==> config.mk <==
export PLATFORM = sky130hd
export DESIGN_NAME = mem_dump_unit
export DESIGN_NICKNAME = d
export VERILOG_FILES = /design/src/rtl/mem_dump_unit.sv
export SDC_FILE = /design/constraint.sdc
export NUM_CORES = 1
export LEC_CHECK = 0
export BUFFER_PORTS_ARGS = -buffer_cell sky130_fd_sc_hd__buf_2
export CAP_MARGIN = 20
export CORE_MARGIN = 2
export CORE_UTILIZATION = 54
export DETAILED_ROUTE_END_ITERATION = 10
export GPL_TIMING_DRIVEN = 1
export PLACE_DENSITY = 0.84
export SYNTH_ARGS = -nofsm -noshare
export SYNTH_HDL_FRONTEND = slang
export SYNTH_SLANG_ARGS = --single-unit
==> constraint.sdc <==
create_clock -name clock -period 3.16 [get_ports clock]
set_input_delay 0.316 -clock clock [delete_from_list [all_inputs] [get_ports clock]]
set_output_delay 0.316 -clock clock [all_outputs]
set_load 0.01 [all_outputs]
==> src/rtl/mem_dump_unit.sv <==
// Memory read-back engine: walks a latched address range and streams each byte with its address over valid/ready.
// Optional macro DUMP_CHECKSUM_EN appends a modular-sum beat after the last memory beat.
module mem_dump_unit #(
  parameter int ADDR_W = 5,
  parameter int DATA_W = 8
) (
  input  logic              clock,
  input  logic              reset,
  input  logic              Dump,
  input  logic [ADDR_W-1:0] start_addr,
  input  logic [ADDR_W-1:0] end_addr,
  output logic              mem_rd,
  output logic [ADDR_W-1:0] mem_addr,
  input  logic [DATA_W-1:0] mem_data,
  output logic [DATA_W-1:0] data_out,
  output logic [ADDR_W-1:0] addr_out,
  output logic              valid,
  input  logic              ready,
  output logic              last,
  output logic              busy,
  output logic              done
);

  localparam logic [2:0] S_IDLE    = 3'd0;
  localparam logic [2:0] S_READ    = 3'd1;
  localparam logic [2:0] S_WAIT    = 3'd2;
  localparam logic [2:0] S_PRESENT = 3'd3;
  localparam logic [2:0] S_FIN     = 3'd4;

  logic [2:0]        r_state;
  logic [ADDR_W-1:0] r_ptr;
  logic [ADDR_W-1:0] r_stop;
  logic              r_mem_rd;
  logic [ADDR_W-1:0] r_mem_addr;
  logic [DATA_W-1:0] r_data_out;
  logic [ADDR_W-1:0] r_addr_out;
  logic              r_valid;
  logic              r_last;
  logic              r_busy;
  logic              r_done;
  logic              w_at_stop;

  assign w_at_stop = (r_ptr == r_stop);

`ifdef DUMP_CHECKSUM_EN
  logic [DATA_W-1:0] r_sum;
  logic              r_csum_beat;

  // Running sum of presented bytes and the flag marking the trailing checksum beat.
  always_ff @(posedge clock or negedge reset) begin
    if (!reset) begin
      r_sum       <= '0;
      r_csum_beat <= 1'b0;
    end else begin
      case (r_state)
        S_IDLE: begin
          r_sum       <= '0;
          r_csum_beat <= 1'b0;
        end
        S_WAIT: begin
          r_sum <= r_sum + mem_data;
        end
        S_PRESENT: begin
          if (ready && !r_csum_beat && w_at_stop) begin
            r_csum_beat <= 1'b1;
          end
        end
        default: begin
          r_sum <= r_sum;
        end
      endcase
    end
  end
`endif

  // Dump sequencer: one read pulse per address, output beat held until accepted.
  always_ff @(posedge clock or negedge reset) begin
    if (!reset) begin
      r_state    <= S_IDLE;
      r_ptr      <= '0;
      r_stop     <= '0;
      r_mem_rd   <= 1'b0;
      r_mem_addr <= '0;
      r_data_out <= '0;
      r_addr_out <= '0;
      r_valid    <= 1'b0;
      r_last     <= 1'b0;
      r_busy     <= 1'b0;
      r_done     <= 1'b0;
    end else begin
      case (r_state)
        S_IDLE: begin
          r_done <= 1'b0;
          if (Dump) begin
            r_ptr      <= start_addr;
            r_stop     <= end_addr;
            r_mem_rd   <= 1'b1;
            r_mem_addr <= start_addr;
            r_busy     <= 1'b1;
            r_state    <= S_READ;
          end
        end
        S_READ: begin
          r_mem_rd <= 1'b0;
          r_state  <= S_WAIT;
        end
        S_WAIT: begin
          r_data_out <= mem_data;
          r_addr_out <= r_ptr;
          r_valid    <= 1'b1;
`ifdef DUMP_CHECKSUM_EN
          r_last     <= 1'b0;
`else
          r_last     <= w_at_stop;
`endif
          r_state    <= S_PRESENT;
        end
        S_PRESENT: begin
          if (ready) begin
            r_valid <= 1'b0;
            r_last  <= 1'b0;
`ifdef DUMP_CHECKSUM_EN
            if (r_csum_beat) begin
              r_done  <= 1'b1;
              r_state <= S_FIN;
            end else if (w_at_stop) begin
              // Trailing checksum beat follows immediately; the sum already includes this byte.
              r_valid    <= 1'b1;
              r_data_out <= r_sum;
              r_addr_out <= '0;
              r_last     <= 1'b1;
            end else begin
              r_ptr      <= r_ptr + 1'b1;
              r_mem_rd   <= 1'b1;
              r_mem_addr <= r_ptr + 1'b1;
              r_state    <= S_READ;
            end
`else
            if (w_at_stop) begin
              r_done  <= 1'b1;
              r_state <= S_FIN;
            end else begin
              r_ptr      <= r_ptr + 1'b1;
              r_mem_rd   <= 1'b1;
              r_mem_addr <= r_ptr + 1'b1;
              r_state    <= S_READ;
            end
`endif
          end
        end
        S_FIN: begin
          r_done  <= 1'b0;
          r_busy  <= 1'b0;
          r_state <= S_IDLE;
        end
        default: begin
          r_state <= S_IDLE;
        end
      endcase
    end
  end

  assign mem_rd   = r_mem_rd;
  assign mem_addr = r_mem_addr;
  assign data_out = r_data_out;
  assign addr_out = r_addr_out;
  assign valid    = r_valid;
  assign last     = r_last;
  assign busy     = r_busy;
  assign done     = r_done;

endmodule
After elaboration in Yosys (flattened, before gate mapping)
Cells that the tools add are included.
{ "word_totals": {"register_bits": 31, "in_bits": 22, "out_inout_bits": 23, "wordCells": 53} }
{ "op_classes": {"add_sub_neg": 1, "n_eq_ne": 9, "muxes": 19, "reduce_logical": 14} }
{ "op_table": {"columns": ["cell", "n"], "rows": [
  ["5-bit 2-to-1 mux", 3],
  ["3-bit one-hot mux with 4 select lines", 1],
  ["5-bit one-hot mux with 2 select lines", 1],
  ["3-bit 2-to-1 mux", 3],
  ["2-bit != test (second input constant)", 4],
  ["1-bit one-hot mux with 2 select lines", 4],
  ["2-bit AND reduction", 4],
  ["4-bit AND reduction", 2],
  ["2-bit nonzero test", 4],
  ["3-bit by 2-bit equality test with 1-bit output (second input constant)", 2],
  ["1-bit 2-to-1 mux", 6],
  ["5-bit by 1-bit adder with 5-bit output (second input constant)", 1],
  ["5-bit equality test", 1],
  ["3-bit by 1-bit equality test with 1-bit output (second input constant)", 1],
  ["3-bit equality test (second input constant)", 1],
  ["3-bit zero test", 1],
  ["1-bit one-hot mux with 3 select lines", 1],
  ["3-bit AND reduction", 1],
  ["3-bit nonzero test", 1],
  ["2-bit OR reduction", 1]
]} }

Depth between registers and ports, before layout
{ "depth": {"word_depth": 4, "depth_mapped": 7, "depth_no_buf": 4} }

Least setup slack after synthesis
No wires, ideal clock.
{ "synth_timing": {"path_kind": "reg-to-reg", "from": "reg r_state[1]", "to": "reg r_mem_addr[1], in the netlist mem_addr[1]", "setup_ns": 0.125, "t_arrival_ns": 1.504, "t_required_ns": 3.035, "setup_slack_ns": 1.530, "stages_incl_launch_ff": 6, "path_buffers": 1, "synth_period_minus_slack_ns": 1.630, "cell_sequence": "dfrtp_1 buf_6 nor4b_4 a31oi_4 a21oi_4 mux2_4"} }
{ "synth_via": {"elab_chain_len": 3, "word_cells_on_any_way": 8, "classes_between": "eq/ne: 4; mux: 1; reduce/logical: 3"} }
{ "synth_rtl": {"columns": ["element", "line", "source"], "rows": [
  ["from (decl)", "30", "logic [2:0] r_state;"],
  ["from (signal assigned)", "79", "r_state <= S_IDLE;"],
  ["from (signal assigned)", "100", "r_state <= S_READ;"],
  ["from (signal assigned)", "105", "r_state <= S_WAIT;"],
  ["3-bit by 2-bit equality test with 1-bit output / 3-bit zero test (equally long branches)", "91", "case (r_state)"],
  ["2-bit != test (no source line) / 2-bit nonzero test (equally long branches)", null, null],
  ["4-bit AND reduction (no source line)", null, null],
  ["to (signal assigned)", "98", "r_mem_addr <= start_addr;"],
  ["to (signal assigned)", "145", "r_mem_addr <= r_ptr + 1'b1;"],
  ["to (decl)", "34", "logic [ADDR_W-1:0] r_mem_addr;"]
]} }
Several ways; a longest one is shown, not always the timed one.
A chain may end at the register's enable or synchronous reset.

Final worst setup path
{ "layout_timing": {"from": "reg r_state[1]", "to": "reg r_data_out[1], in the netlist data_out[1]"} }
{ "layout_via": {"elab_chain_len": 1} }
{ "layout_rtl": {"columns": ["element", "line", "source"], "rows": [
  ["3-bit by 2-bit equality test with 1-bit output", "91", null],
  ["to (signal assigned)", "108", "r_data_out <= mem_data;"],
  ["to (decl)", "35", "logic [DATA_W-1:0] r_data_out;"]
]} }
No other way between the ends.

==> flow_metrics.py <==
metrics = {
    "setup_path": {
        "required_ns": 3.38,
        "cp.depth": 3,
        "crit_type": "reg -> reg",
        "rr_startpoint": "r_state[1]",
        "critPathTopFamily": "simple AND/OR/NAND/NOR gates",
        "slowest_delay_ns": 0.58,
        "start_kind": "flip-flop",
        "r2r_slack_ns": 1.23,
        "endpoint": "data_out[1]",
        "crit_chain": "nor2b_2 > and2_1 > mux2_2",
        "rr_worst_depth": 3,
        "r2r-end": "data_out[1]",
        "cp-end-kind": "flip-flop",
        "crit_slowest_cell": "and2_1",
        "path_max_fanout": 16,
        "critPathLaunch": "r_state[1]",
        "path_buf_inv": 0,
        "critPathArrivalTime_ns": 2.15,
    },
    "die": {
        "start_util_pct": 55.7,
        "dieHeight_um": 56.6,
        "dieArea_mm2": 0.00321,
        "core-area_mm2": 0.00269,
        "io_pins": 45,
        "rows": 19,
        "chipWidth_um": 56.6,
    },
    "layout": {
        "syn2layout_area_growth_pct": 18.2,
        "drive_above_1_share_pct": 44.7,
        "layout_common_cells": "buf_2 (44), dfrtp_1 (31), mux2_2 (12), mux2_1 (7)",
        "final_common_cell": "buf_2",
        "finalNetCount": 181,
        "diodes": 0,
    },
    "sta": {
        "period_share_pct": 61.2,
        "hold_ws_ns": 0.000743,
        "clock.fmax_mhz": 517,
        "rsz0062_at_grt": "false",
        "setup_violations": 0,
        "worst_pin_slew_ns": 0.665,
        "final_max_slew_viol_count": 0,
        "fin_tns_setup_ns": 0,
        "min_period_ns": 1.93,
        "fin_skew_ns": 0.0101,
        "max-slew-margin-rel_pct": 55.7,
        "hold_viol_final": 0,
    },
    "power_and_ir_drop": {
        "p_switching_uw": 750,
        "p_leak_nw": 0.842,
        "p_seq_share_pct": 40.8,
        "p_clk_share_pct": 13.9,
        "swShare_pct": 39.8,
        "fin_total_pwr_mw": 1.89,
        "p_int_mw": 1.14,
        "comb_power_share_pct": 45.3,
        "powerDensity_mw_per_mm2": 1070,
        "ir_drop_v": 0.000793,
    },
    "routing": {
        "drt_iter0_markers": 23,
        "wl_per_cell_um": 14.9,
        "dr.pass1.iters": 4,
        "routed_via_density": 5.63,
        "via_count": 1069,
        "routed_wl_mm": 2.83,
        "drtAntennaViolNets": 0,
        "drc": 0,
    },
    "logic_synthesis": {
        "ys.flop_type": "dfrtp_1",
        "syn_nets": 136,
        "postSynth.asyncResetShare_pct": 100,
        "syn_area_mm2": 0.00150,
        "synth_fa_ha_area_share_pct": 0.837,
        "synth_top_family_by_area": "multiplexers",
        "synth_compound_area_share_pct": 10.5,
        "avgSynthCellArea_um2": 13.2,
        "synth_mux_area_share_pct": 18.0,
        "yosys_warnings": 0,
        "synth_xor_xnor_area_share_pct": 2.93,
        "synthDistinctLibCells": 34,
        "yosysSeqAreaShare_pct": 51.9,
        "synthSimpleGateAreaFrac_pct": 11.6,
        "synth-edff-count": 0,
        "syn_inst": 113,
        "ys_ff_latch": 31,
    },
    "hold_path": {
        "hp-class": "in -> async",
    },
    "placement": {
        "detailed_place_hpwl_mm": 2.06,
        "port_buffers": 44,
        "place_congestion": 0.793,
    },
    "grt": {
        "antenna_found_initial": 0,
        "grt_usage_pct": 19.9,
        "grt_pass1_vias": 1020,
        "grt_pass1_wl_mm": 4.75,
        "grt.overflow.total": 0,
        "grt_max_degree": 32,
    },
    "clock_network": {
        "root_buffer": "clkbuf_4",
        "hold_buffers": 0,
        "insertion_delay_ns": 0.33,
        "cts_resized": 0,
        "path_clk_slew_ns": 0.10,
        "postCtsSetupRepairBufs": 0,
        "cts_tree": "built",
        "cts.sinks": 31,
        "cts_buffers": 5,
        "htreeDepth": 2,
        "clockBufferDepth": 2,
    },
    "run_status": {
        "outcome": "completed",
    },
    "run": {
        "maxCapViolCount": 0,
    },
}
==> metal layers <==
metal	vias to the layer above	GRT usage, %	part of all wire, %
met3	5	9.91	6.7
met4	0	7.14	1.5
li1	500	-	-
met2	37	29.6	50
met5	-	0	0
met1	527	25.2	42
==> through the flow <==
stage | instance area [um2] | std cells | utilization, % | setup slack (ns)
4_1_cts | 1770 | 190 | 65.8 | 1.22
6_report | 1770 | 190 | 65.8 | 1.23
2_1_floorplan | 1500 | 113 | - | 1.53
5_1_grt | 1770 | 190 | 65.8 | 1.10
3_3_place_gp | 1700 | 182 | 63.3 | 1.30
3_5_place_dp | 1700 | 182 | 63.3 | 1.24
==> worst min-delay path by stage <==
| stage | endpoint | slack, ns | cells after the start |
|---|---|---|---|
| global placement | busy | 0.38 | 1 |
| CTS | mem_rd | 0.02 | 1 |
| finish | r_state[2] | 0.0007 | 1 |
| global route | mem_addr[2] | 0.03 | 1 |
| detailed placement | mem_rd | 0.39 | 1 |
| floorplan | addr_out[0] | 0.02 | 0 |
==> cells in the mapped netlist (2+ instances only) <==
cell / n / share of area (%)
a211oi_1: 3 / 1.5
a21oi_1: 3 / 1.0
a2bb2oi_1: 3 / 1.8
a31oi_1: 2 / 0.84
and3_1: 2 / 0.84
buf_2: 2 / 0.67
buf_6: 4 / 3.0
dfrtp_1: 31 / 52
inv_1: 2 / 0.50
mux2_1: 7 / 5.3
mux2_2: 12 / 9.0
mux2i_1: 4 / 2.7
nand2_1: 5 / 1.3
nand2b_1: 2 / 0.84
nand4_1: 2 / 0.84
nor2_1: 4 / 1.0
nor3_1: 2 / 0.67
nor3_2: 2 / 1.3
o21ai_0: 2 / 0.67
xor2_1: 5 / 2.9
==> flip-flops by register name, summed over array words and instances (netlist names) <==
signal    flops
valid         1
last          1
mem_addr      5
data_out      8
busy          1
r_state       3
mem_rd        1
addr_out      5
r_stop        5
done          1
==> layout make-up <==
type	instances	area, um2
inverter	2	7.51
sequential	31	776
tap	31	38.8
timing repair buffer	44	220
fill	212	918
multi-input combinational	74	657
clock buffer	8	68.8
==> worst reg2reg max path, cell delays in order (launching register included) <==
cell and delay (ns):
dfrtp_1 0.55, nor2b_2 0.29, and2_1 0.58, mux2_2 0.41
==> power by group through the flow <==
stage / clock network (mW) / registers (mW) / logic [mW]
floorplan: 0 / 0.780 / 0.633
global placement: 0 / 0.761 / 0.828
detailed placement: 0 / 0.776 / 0.859
CTS: 0.270 / 0.768 / 0.861
global route: 0.292 / 0.799 / 0.933
finish: 0.262 / 0.770 / 0.855
==> cell families (layout without fill, tap and decap cells) <==
| kind of cell | after synthesis | in the layout |
|---|---|---|
| AOI/OAI and AO/OA | 19 | 19 |
| xor gates and xnor gates | 5 | 5 |
| adders and majority gates | 1 | 1 |
| buffers and inverters | 8 | 54 |
| DFF | 31 | 31 |
| muxes | 24 | 24 |
| and+or+nand+nor | 25 | 25 |
No activity file was read; power rests on OpenSTA's default activity.
